## config.mk

```make
export PLATFORM = sky130hd
export DESIGN_NAME = data_ram_arbiter
export DESIGN_NICKNAME = d
export VERILOG_FILES = /design/src/rtl/data_ram_arbiter.sv
export SDC_FILE = /design/constraint.sdc
export NUM_CORES = 1
export LEC_CHECK = 0
export CORE_MARGIN = 1
export CORE_UTILIZATION = 45
export CTS_CLUSTER_SIZE = 24
export DETAILED_ROUTE_END_ITERATION = 10
export GPL_TIMING_DRIVEN = 0
export PLACE_DENSITY = 0.87
export SLEW_MARGIN = 10
export SYNTH_ARGS = -nofsm -noshare
export SYNTH_HDL_FRONTEND = slang
export SYNTH_SLANG_ARGS = --single-unit
export TNS_END_PERCENT = 20
```

## constraint.sdc

```tcl
create_clock -name clk -period 2.9 [get_ports clk]
set_input_delay 0.58 -clock clk [delete_from_list [all_inputs] [get_ports clk]]
set_output_delay 0.58 -clock clk [all_outputs]
set_load 0.03 [all_outputs]
```

## src/rtl/data_ram_arbiter.sv

```systemverilog
// Round-robin two-port arbiter and access sequencer for the single-port data_ram.
// Each grant drives one ACCESS cycle (cs high) and one CAPTURE cycle, then a one-cycle ack.
module data_ram_arbiter #(
  parameter int ADDRESS_BUS_WIDTH = 16,
  parameter int DATA_BUS_WIDTH    = 16
) (
  input  logic                         clk,
  input  logic                         reset_n,
  input  logic                         req_a,
  input  logic                         rnw_a,
  input  logic [ADDRESS_BUS_WIDTH-1:0] addr_a,
  input  logic [DATA_BUS_WIDTH-1:0]    wdata_a,
  input  logic                         req_b,
  input  logic                         rnw_b,
  input  logic [ADDRESS_BUS_WIDTH-1:0] addr_b,
  input  logic [DATA_BUS_WIDTH-1:0]    wdata_b,
  output logic                         ack_a,
  output logic [DATA_BUS_WIDTH-1:0]    rdata_a,
  output logic                         ack_b,
  output logic [DATA_BUS_WIDTH-1:0]    rdata_b,
  output logic                         busy,
  output logic [ADDRESS_BUS_WIDTH-1:0] ram_address,
  output logic [DATA_BUS_WIDTH-1:0]    ram_write_data,
  output logic                         ram_read_not_write,
  output logic                         ram_cs,
  input  logic [DATA_BUS_WIDTH-1:0]    ram_read_data
);

  typedef enum logic [1:0] {
    S_IDLE    = 2'd0,
    S_ACCESS  = 2'd1,
    S_CAPTURE = 2'd2
  } state_t;

  typedef enum logic {
    GRANT_A = 1'b0,
    GRANT_B = 1'b1
  } grant_t;

  state_t                       r_state;
  state_t                       w_next_state;
  grant_t                       r_grant;
  grant_t                       r_last_grant;
  grant_t                       w_grant_sel;
  logic                         w_do_grant;
  logic                         w_elig_a;
  logic                         w_elig_b;

  logic [ADDRESS_BUS_WIDTH-1:0] r_ram_address;
  logic [DATA_BUS_WIDTH-1:0]    r_ram_write_data;
  logic                         r_ram_rnw;
  logic                         r_ram_cs;
  logic                         r_ack_a;
  logic                         r_ack_b;
  logic [DATA_BUS_WIDTH-1:0]    r_rdata_a;
  logic [DATA_BUS_WIDTH-1:0]    r_rdata_b;

  // A requester is masked during its own ack cycle so a still-held req is not regranted.
  assign w_elig_a = req_a & ~r_ack_a;
  assign w_elig_b = req_b & ~r_ack_b;

  always_comb begin
    // NOTE: every always_comb output gets a default first so no path can infer a latch.
    w_next_state = r_state;
    w_grant_sel  = GRANT_A;
    w_do_grant   = 1'b0;
    unique case (r_state)
      S_IDLE: begin
        if (w_elig_a && w_elig_b) begin
          w_grant_sel  = (r_last_grant == GRANT_A) ? GRANT_B : GRANT_A;
          w_do_grant   = 1'b1;
        end else if (w_elig_a) begin
          w_grant_sel  = GRANT_A;
          w_do_grant   = 1'b1;
        end else if (w_elig_b) begin
          w_grant_sel  = GRANT_B;
          w_do_grant   = 1'b1;
        end
        if (w_do_grant) begin
          w_next_state = S_ACCESS;
        end
      end
      S_ACCESS:  w_next_state = S_CAPTURE;
      S_CAPTURE: w_next_state = S_IDLE;
      default:   w_next_state = S_IDLE;
    endcase
  end

  // NOTE: state is updated with non-blocking assignments so every flop samples pre-edge values.
  always_ff @(posedge clk or negedge reset_n) begin
    if (!reset_n) begin
      r_state <= S_IDLE;
    end else begin
      r_state <= w_next_state;
    end
  end

  // RAM-side fields are captured at grant and held until the next grant.
  always_ff @(posedge clk or negedge reset_n) begin
    if (!reset_n) begin
      r_grant          <= GRANT_A;
      r_last_grant     <= GRANT_B;
      r_ram_address    <= '0;
      r_ram_write_data <= '0;
      r_ram_rnw        <= 1'b1;
      r_ram_cs         <= 1'b0;
    end else begin
      r_ram_cs <= w_do_grant;
      if (w_do_grant) begin
        r_grant      <= w_grant_sel;
        r_last_grant <= w_grant_sel;
        if (w_grant_sel == GRANT_B) begin
          r_ram_address    <= addr_b;
          r_ram_write_data <= wdata_b;
          r_ram_rnw        <= rnw_b;
        end else begin
          r_ram_address    <= addr_a;
          r_ram_write_data <= wdata_a;
          r_ram_rnw        <= rnw_a;
        end
      end
    end
  end

  // Read data is only valid from the RAM during CAPTURE; writes leave rdata untouched.
  always_ff @(posedge clk or negedge reset_n) begin
    if (!reset_n) begin
      // NOTE: the read-data holding registers are ordinary flops and are reset explicitly.
      r_ack_a   <= 1'b0;
      r_ack_b   <= 1'b0;
      r_rdata_a <= '0;
      r_rdata_b <= '0;
    end else begin
      r_ack_a <= 1'b0;
      r_ack_b <= 1'b0;
      if (r_state == S_CAPTURE) begin
        if (r_grant == GRANT_B) begin
          r_ack_b <= 1'b1;
          if (r_ram_rnw) begin
            r_rdata_b <= ram_read_data;
          end
        end else begin
          r_ack_a <= 1'b1;
          if (r_ram_rnw) begin
            r_rdata_a <= ram_read_data;
          end
        end
      end
    end
  end

  assign ack_a              = r_ack_a;
  assign ack_b              = r_ack_b;
  assign rdata_a            = r_rdata_a;
  assign rdata_b            = r_rdata_b;
  assign busy               = (r_state != S_IDLE);
  assign ram_address        = r_ram_address;
  assign ram_write_data     = r_ram_write_data;
  assign ram_read_not_write = r_ram_rnw;
  assign ram_cs             = r_ram_cs;

endmodule

```

==> results.tsv, run 1 <==
stage	metric	value	unit
pwr	Net Sw Power	2.696	mW
synthesis	post-synthesis instance total	285	
clocking	clk slew on worst S/H paths	0.07	ns
pwr	Leakage	2.137	nW
clocking	post-cts sizing count	0	
clocking	clk buf depth	2	
floorplanning	row count	31	
synthesis	post-synthesis net count	371	
sta	Max Fclk	0.3729	GHz
clocking	H-tree Lvls	3	
synthesis	Synth Register Bits	72	
synthesis	syn avg cell area	11.69	µm²
place	placement-stage cell area	0.005022	mm²
clocking	# clock sinks	72	
clocking	root buffer cell	clkbuf_8	
sta	max_slew headroom	59.31	%
pwr	VDD IR-drop max	722.3	µV
place	Final HPWL DP	7.220	mm
synthesis	Yosys warning count	0	
routing	Residual DRC	0	
routing	DR vias/cell	5.567	
routing	drt first-iter violations	201	
sta	Final Hold Violating Endpoints	0	
floorplanning	Die Wd	88.05	µm
setup_path	CP Capture Type	primary output	
setup_path	Max stage delay on crit path	0.76	ns
layout	share of layout cells above drive strength 1	14.29	%
pwr	clock power share	14.1	%
global_routing	met2 Usage GRT	43.76	%
clocking	Post-CTS Hold Buffers	0	
clocking	Clock Latency Late Sink	0.35	ns
layout	multi-input combinational cell area	0.001212	mm²
routing	total number of vias	3084	
pwr	combinational power share	57.1	%
pwr	Sw Share	43.27	%
global_routing	Most Crowded Layer GR	met2	
pwr	power per cell area	1189	mW/mm²
setup_path	Setup crit start kind	flip-flop	
global_routing	initial antenna violation count	0	
synthesis	Mapped Area	0.003332	mm²
clocking	TritonCTS Buffers	9	
synthesis	post-synth top area share	52.57	%
layout	final core occ	72.65	%
floorplanning	Top Ports	155	
global_routing	total grt overflow	0	
synthesis	post-synthesis sequential area ratio	54.15	%
setup_path	crit-path cells	or2_1 -> buf_6 -> clkbuf_1 -> clkdlybuf4s50_1	
layout	Antenna diodes	0	
global_routing	GR met3 Demand/Resource	4.618	%
setup_path	family with the most delay on the worst path	buffers and inverters	
setup_path	critical path startpoint	r_state[0]	
clocking	CTS tree	built	
global_routing	met1 usage	34.55	%
synthesis	cell taking the most area after synthesis	dfrtp_1	
clocking	post-CTS setup buffers	0	
synthesis	largest cells by area after synthesis	dfrtp_1, mux2_2, a2111oi_0, a211oi_1, nor4_1	
layout	fin cells	554	
routing	Initial DRT Pass Iterations	5	
routing	WL/cell	17.92	µm
outcome	status	finished clean	
setup_path	worst path required time	2.32	ns
pwr	P_int	3.535	mW
place	Placed Cells incl. Taps	539	
sta	period utilization	92.46	%
routing	routed wire length	9.927	mm
sta	Setup Skew	0.01002	ns
setup_path	Critical path buffers and inverters	3	
sta	Worst Max-Slew Pin Slew	0.5949	ns
setup_path	Crit Path Class	flip-flop to primary output	
global_routing	vias in the first global route	3147	
synthesis	EDFF count, synth	0	
place	I/O Buffers	154	
setup_path	CP max FO	10	
synthesis	asr flop ratio synth	100.0	%
floorplanning	full die area	0.007753	mm²
setup_path	Crit path arrival time	2.10	ns
setup_path	r2r startpoint	r_last_grant	
setup_path	CP max-delay cell	clkdlybuf4s50_1	
global_routing	first-pass GRT wire length	15.73	mm
layout	Final Cell Area	0.005241	mm²
sta	final slew viol count	0	
routing	Final ANT Viol Nets	0	
layout	fin nets	537	
run	# Max-Cap Violations	0	
pwr	Flop pwr share	28.8	%
sta	Min Hold Slack	0.1165	ns
sta	unrepaired setup endpoints after global routing	false	
sta	endpoints failing setup	0	
global_routing	Total Routing Usage GR	27.07	%
sta	setup total negative slack	0	ns
synthesis	Netlist cell types	21	
synthesis	Post-synth top cells	dfrtp_1, inv_1, a2111oi_0, nor4_1, mux2_2	
synthesis	most common cell in the netlist	dfrtp_1	
min_path	worst hold-check path type	input port to async pin	
floorplanning	Initial Utilization	46.18	%
global_routing	largest net degree at the start of global routing	54	
layout	fillcell total	536	
place	Final Wtd Congestion	0.8251	
floorplanning	die height	88.05	µm
synthesis	Top FF cell, synth	dfrtp_1	
floorplanning	CORE AREA	0.007214	mm²
layout	register area	0.001804	mm²
layout	Area growth, synth to finish	57.30	%
sta	shortest period the worst path allows	2.681	ns
[placed cells by master (no fill, tap or decap)]
cell	count
clkdlybuf4s50_1	153
dfrtp_1	70
inv_1	36
a2111oi_0	33
nor4_1	33
mux2_2	32
a211oi_1	30
clkbuf_1	21
clkbuf_8	10
buf_6	7
a21o_1	3
buf_2	3
a211oi_2	3
and3b_1	2
nand2b_1	2
nor2b_1	2
buf_4	2
bufinv_16	2
dfstp_2	2
or2_1	1
nor3b_1	1
and2_1	1
nand2_1	1
nor3_1	1
clkinv_2	1
clkinvlp_4	1
clkinv_4	1
buf_16	1
[flip-flops by register name (all words and copies together) (netlist names)]
register	count
ram_cs	1
rdata_b	16
rdata_a	16
r_grant	1
r_state	2
r_last_grant	1
ram_read_not_write	1
ack_b	1
ram_address	16
ram_write_data	16
ack_a	1
[power by group through the flow]
stage | registers, mW | clock network, mW | logic [mW]
finish | 1.79 | 0.881 | 3.56
floorplan | 2.70 | 0 | 1.17
detailed placement | 1.81 | 0 | 3.55
CTS | 1.80 | 0.886 | 3.56
global route | 1.85 | 0.934 | 3.76
global placement | 1.78 | 0 | 3.47
[final timing paths]
kind	endpoint	slack, ns	cells past startpoint
max in group asynchronous	r_last_grant	2.20	2
min in group clk	r_state[1]	0.47	1
worst max-delay path	busy	0.22	4
worst max register to register	ram_address[7]	1.10	5
worst min register to register	r_state[1]	0.47	1
worst min-delay path	rdata_b[15]	0.12	1
[cell families (layout without fill, tap and decap cells)]
group	Yosys count	in the layout	share of synthesized area (%)
AO/OA/AOI/OAI	69	69	17.24
AND/OR/NAND/NOR	44	44	8.337
buffers and inverters	68	238	9.463
flip-flops	72	72	54.15
multiplexers	32	32	10.82
[per-stage QoR]
| stage | setup slack, ns | total power [mW] |
|---|---|---|
| floorplan | 1.285 | 3.872 |
| global placement | -1.110 | 5.245 |
| detailed placement | 0.4763 | 5.358 |
| CTS | 0.2107 | 6.246 |
| global route | 0.1464 | 6.549 |
| finish | 0.2186 | 6.231 |
[final cells by class]
type                            count  share of cell area, %
Sequential cell                    72                  34.42
Timing Repair Buffer              155                  29.89
Multi-Input combinational cell    145                  23.13
Buffer                             32                  3.438
Clock buffer                       10                  2.626
Inverter                           36                  2.578
Tap cell                           99                  2.363
Clock inverter                      5                  1.552
[layer usage]
metal  part of all wire [%]  routed length [µm]
met1                     41                4087
met2                     50                4943
met3                    5.8                 572
met4                    3.3                 324
met5                      0                   0
Power figures use the tool's default switching activity.
==> run 2: changes to the inputs <==
ABC_AREA = 1   (was not set)
PLACE_DENSITY = 0.86   (was 0.87)
==> run 2 against run 1 <==
Effect of this change: final area shrank 0.19%; critical path depth shrank 1; count of clock-buffer cells in the layout is the same; sequential power is essentially flat; hold slack gained 0.072 ns; core utilization shrank 0.14 points; fmax grew 22%; cell count grew 27%.
==> results.tsv, run 2 <==
stage	metric	value	unit	change
synthesis	post-synthesis net count	517		was 371
setup_path	Crit Path Class	flip-flop to primary output		unchanged
clocking	CTS tree	built		unchanged
floorplanning	CORE AREA	0.007214	mm²	unchanged
clocking	clk buf depth	2		unchanged
sta	max_slew headroom	69.11	%	was 59.31%
routing	total number of vias	3335		was 3,084
setup_path	flop2flop setup slack	1.22	ns	was 1.10 ns
routing	DR vias/cell	4.757		was 5.567
setup_path	family with the most delay on the worst path	buffers and inverters		unchanged
sta	Setup Skew	0.009470	ns	was 0.01002 ns
clocking	H-tree Lvls	3		unchanged
clocking	root buffer cell	clkbuf_8		unchanged
sta	Max Fclk	0.4545	GHz	was 0.3729 GHz
clocking	TritonCTS Buffers	9		unchanged
setup_path	crit-path cells	inv_2 -> nand2_2 -> clkdlybuf4s50_1		was or2_1 -> buf_6 -> clkbuf_1 -> clkdlybuf4s50_1
global_routing	vias in the first global route	3312		was 3,147
synthesis	cell taking the most area after synthesis	dfrtp_1		unchanged
global_routing	first-pass GRT wire length	15.10	mm	was 15.73 mm
routing	WL/cell	13.70	µm	was 17.92 µm
setup_path	Max stage delay on crit path	0.71	ns	was 0.76 ns
setup_path	r2r startpoint	r_last_grant		unchanged
global_routing	largest net degree at the start of global routing	38		was 54
sta	final slew viol count	0		unchanged
outcome	status	finished clean		unchanged
synthesis	post-synth top area share	52.49	%	was 52.57%
sta	unrepaired setup endpoints after global routing	false		unchanged
synthesis	syn avg cell area	7.742	µm²	was 11.69 µm²
synthesis	asr flop ratio synth	100.0	%	unchanged
floorplanning	row count	31		unchanged
setup_path	worst path required time	2.32	ns	about the same
setup_path	CP max FO	4		was 10
synthesis	Mapped Area	0.003337	mm²	was 0.003332 mm²
place	pre-CTS setup slack	0.7117	ns	was 0.4763 ns
setup_path	CP max-delay cell	clkdlybuf4s50_1		unchanged
place	Final Wtd Congestion	0.7873		was 0.8251
synthesis	Netlist cell types	17		was 21
run	# Max-Cap Violations	0		unchanged
routing	Initial DRT Pass Iterations	4		was 5
synthesis	largest cells by area after synthesis	dfrtp_1, nand2_1, nand3_1, inv_1, o21ai_1		was dfrtp_1, mux2_2, a2111oi_0, a211oi_1, nor4_1
clocking	# clock sinks	72		unchanged
synthesis	Synth Register Bits	72		unchanged
synthesis	post-synthesis instance total	431		was 285
pwr	Leakage	2.729	nW	was 2.137 nW
sta	endpoints failing setup	0		unchanged
setup_path	Crit path arrival time	1.62	ns	was 2.10 ns
setup_path	CP Capture Type	primary output		unchanged
setup_path	worst r2r path cells	6		was 5
setup_path	Critical path buffers and inverters	2		was 3
sta	shortest period the worst path allows	2.200	ns	was 2.681 ns
pwr	power per cell area	1175	mW/mm²	was 1189 mW/mm²
synthesis	most common cell in the netlist	nand2_1		was dfrtp_1
floorplanning	Initial Utilization	46.25	%	was 46.18%
global_routing	Total Routing Usage GR	25.72	%	was 27.07%
place	Final HPWL DP	7.318	mm	was 7.220 mm
layout	commonest non-fill, non-tap cell in the layout	clkdlybuf4s50_1		unchanged
synthesis	EDFF count, synth	0		unchanged
setup_path	Setup crit start kind	flip-flop		unchanged
routing	Residual DRC	0		unchanged
min_path	worst hold-check path type	input port to async pin		unchanged
layout	most frequent cells in the layout	clkdlybuf4s50_1, nand2_1, inv_1		was clkdlybuf4s50_1, dfrtp_1, inv_1
pwr	VDD IR-drop max	801.1	µV	was 722.3 µV
place	I/O Buffers	154		unchanged
global_routing	total grt overflow	0		unchanged
floorplanning	Top Ports	155		unchanged
synthesis	post-synthesis sequential area ratio	54.07	%	was 54.15%
floorplanning	full die area	0.007763	mm²	was 0.007753 mm²
sta	setup total negative slack	0	ns	unchanged
layout	fin nets	683		was 537
clocking	post-cts sizing count	0		unchanged
routing	drt first-iter violations	131		was 201
routing	routed wire length	9.602	mm	was 9.927 mm
sta	Worst Max-Slew Pin Slew	0.4634	ns	was 0.5949 ns
clocking	Clock Latency Late Sink	0.34	ns	was 0.35 ns
synthesis	Yosys warning count	0		unchanged
layout	share of layout cells above drive strength 1	7.973	%	was 14.29%
sta	Final Hold Violating Endpoints	0		unchanged
clocking	clk slew on worst S/H paths	0.07	ns	about the same
floorplanning	die height	88.11	µm	was 88.05 µm
layout	Antenna diodes	0		unchanged
layout	Area growth, synth to finish	56.77	%	was 57.30%
setup_path	Reg2Reg Capture Point	ram_address[12]		was ram_address[7]
global_routing	initial antenna violation count	0		unchanged
sta	PnR worst setup slack	0.6995	ns	was 0.2186 ns
synthesis	Top FF cell, synth	dfrtp_1		unchanged
routing	Final ANT Viol Nets	0		unchanged
synthesis	Post-synth top cells	nand2_1, inv_1, dfrtp_1, nand3_1, o21ai_1		was dfrtp_1, inv_1, a2111oi_0, nor4_1, mux2_2
clocking	Post-CTS Hold Buffers	0		unchanged
clocking	post-CTS setup buffers	0		unchanged
floorplanning	Die Wd	88.11	µm	was 88.05 µm
sta	period utilization	75.88	%	was 92.46%
==> run 2: cells by family (layout without fill, tap and decap cells) <==
logic type      after synthesis  after routing  synth area share [%]
flops                        72             72                 54.07
buf+inv                     111            282                 13.31
simple gates                213            213                 27.03
compound gates               35             35                 5.587
==> run 2: routing by layer <==
layer | share of wire [%] | global-route usage [%] | vias to the layer above
li1 | - | - | 1630
met2 | 48 | 43.34 | 142
met5 | 0 | 0 | -
met1 | 41 | 29.68 | 1540
met4 | 2.3 | 11.88 | 0
met3 | 9.1 | 8.671 | 23
==> run 2: worst max path at each step <==
stage,slack (ns),from,cells after the start,to
3_5_place_dp,0.71,req_b,7,ram_address[12]
6_report,0.70,r_state[0],3,busy
4_1_cts,0.69,r_state[0],3,busy
5_1_grt,0.62,r_state[0],3,busy
2_1_floorplan,1.51,ack_a,6,ram_write_data[6]
3_3_place_gp,-1.08,reset_n,1,rdata_a[7]
==> run 2: power breakdown <==
| group | total [mW] | internal (mW) | switching (mW) |
|---|---|---|---|
| clock | 0.849 | 0.482 | 0.367 |
| sequential | 1.82 | 1.53 | 0.291 |
| combinational | 3.48 | 1.36 | 2.12 |
| total | 6.15 | 3.37 | 2.78 |
==> run 2: final cells by class <==
class / count / area [µm²]
clock buffer: 10 / 127.6
multi-input combinational: 248 / 1089
clock inverter: 6 / 83.83
sequential: 72 / 1804
buffer: 21 / 106.4
timing repair buffer: 155 / 1559
tap: 99 / 123.9
inverter: 90 / 337.8
fill: 542 / 1983
==> run 2: metrics by stage <==
step / hold slack [ns] / power (mW) / util (%) / cells / cell area (µm²)
6_report: 0.1887 / 6.149 / 72.51 / 701 / 5231
5_1_grt: 0.2079 / 6.546 / 72.51 / 701 / 5231
3_5_place_dp: 0.4359 / 5.311 / 69.58 / 685 / 5020
4_1_cts: 0.1959 / 6.185 / 72.51 / 701 / 5231
2_1_floorplan: 0.2844 / 3.815 / - / 431 / 3337
3_3_place_gp: 0.4272 / 5.190 / 69.34 / 684 / 5002
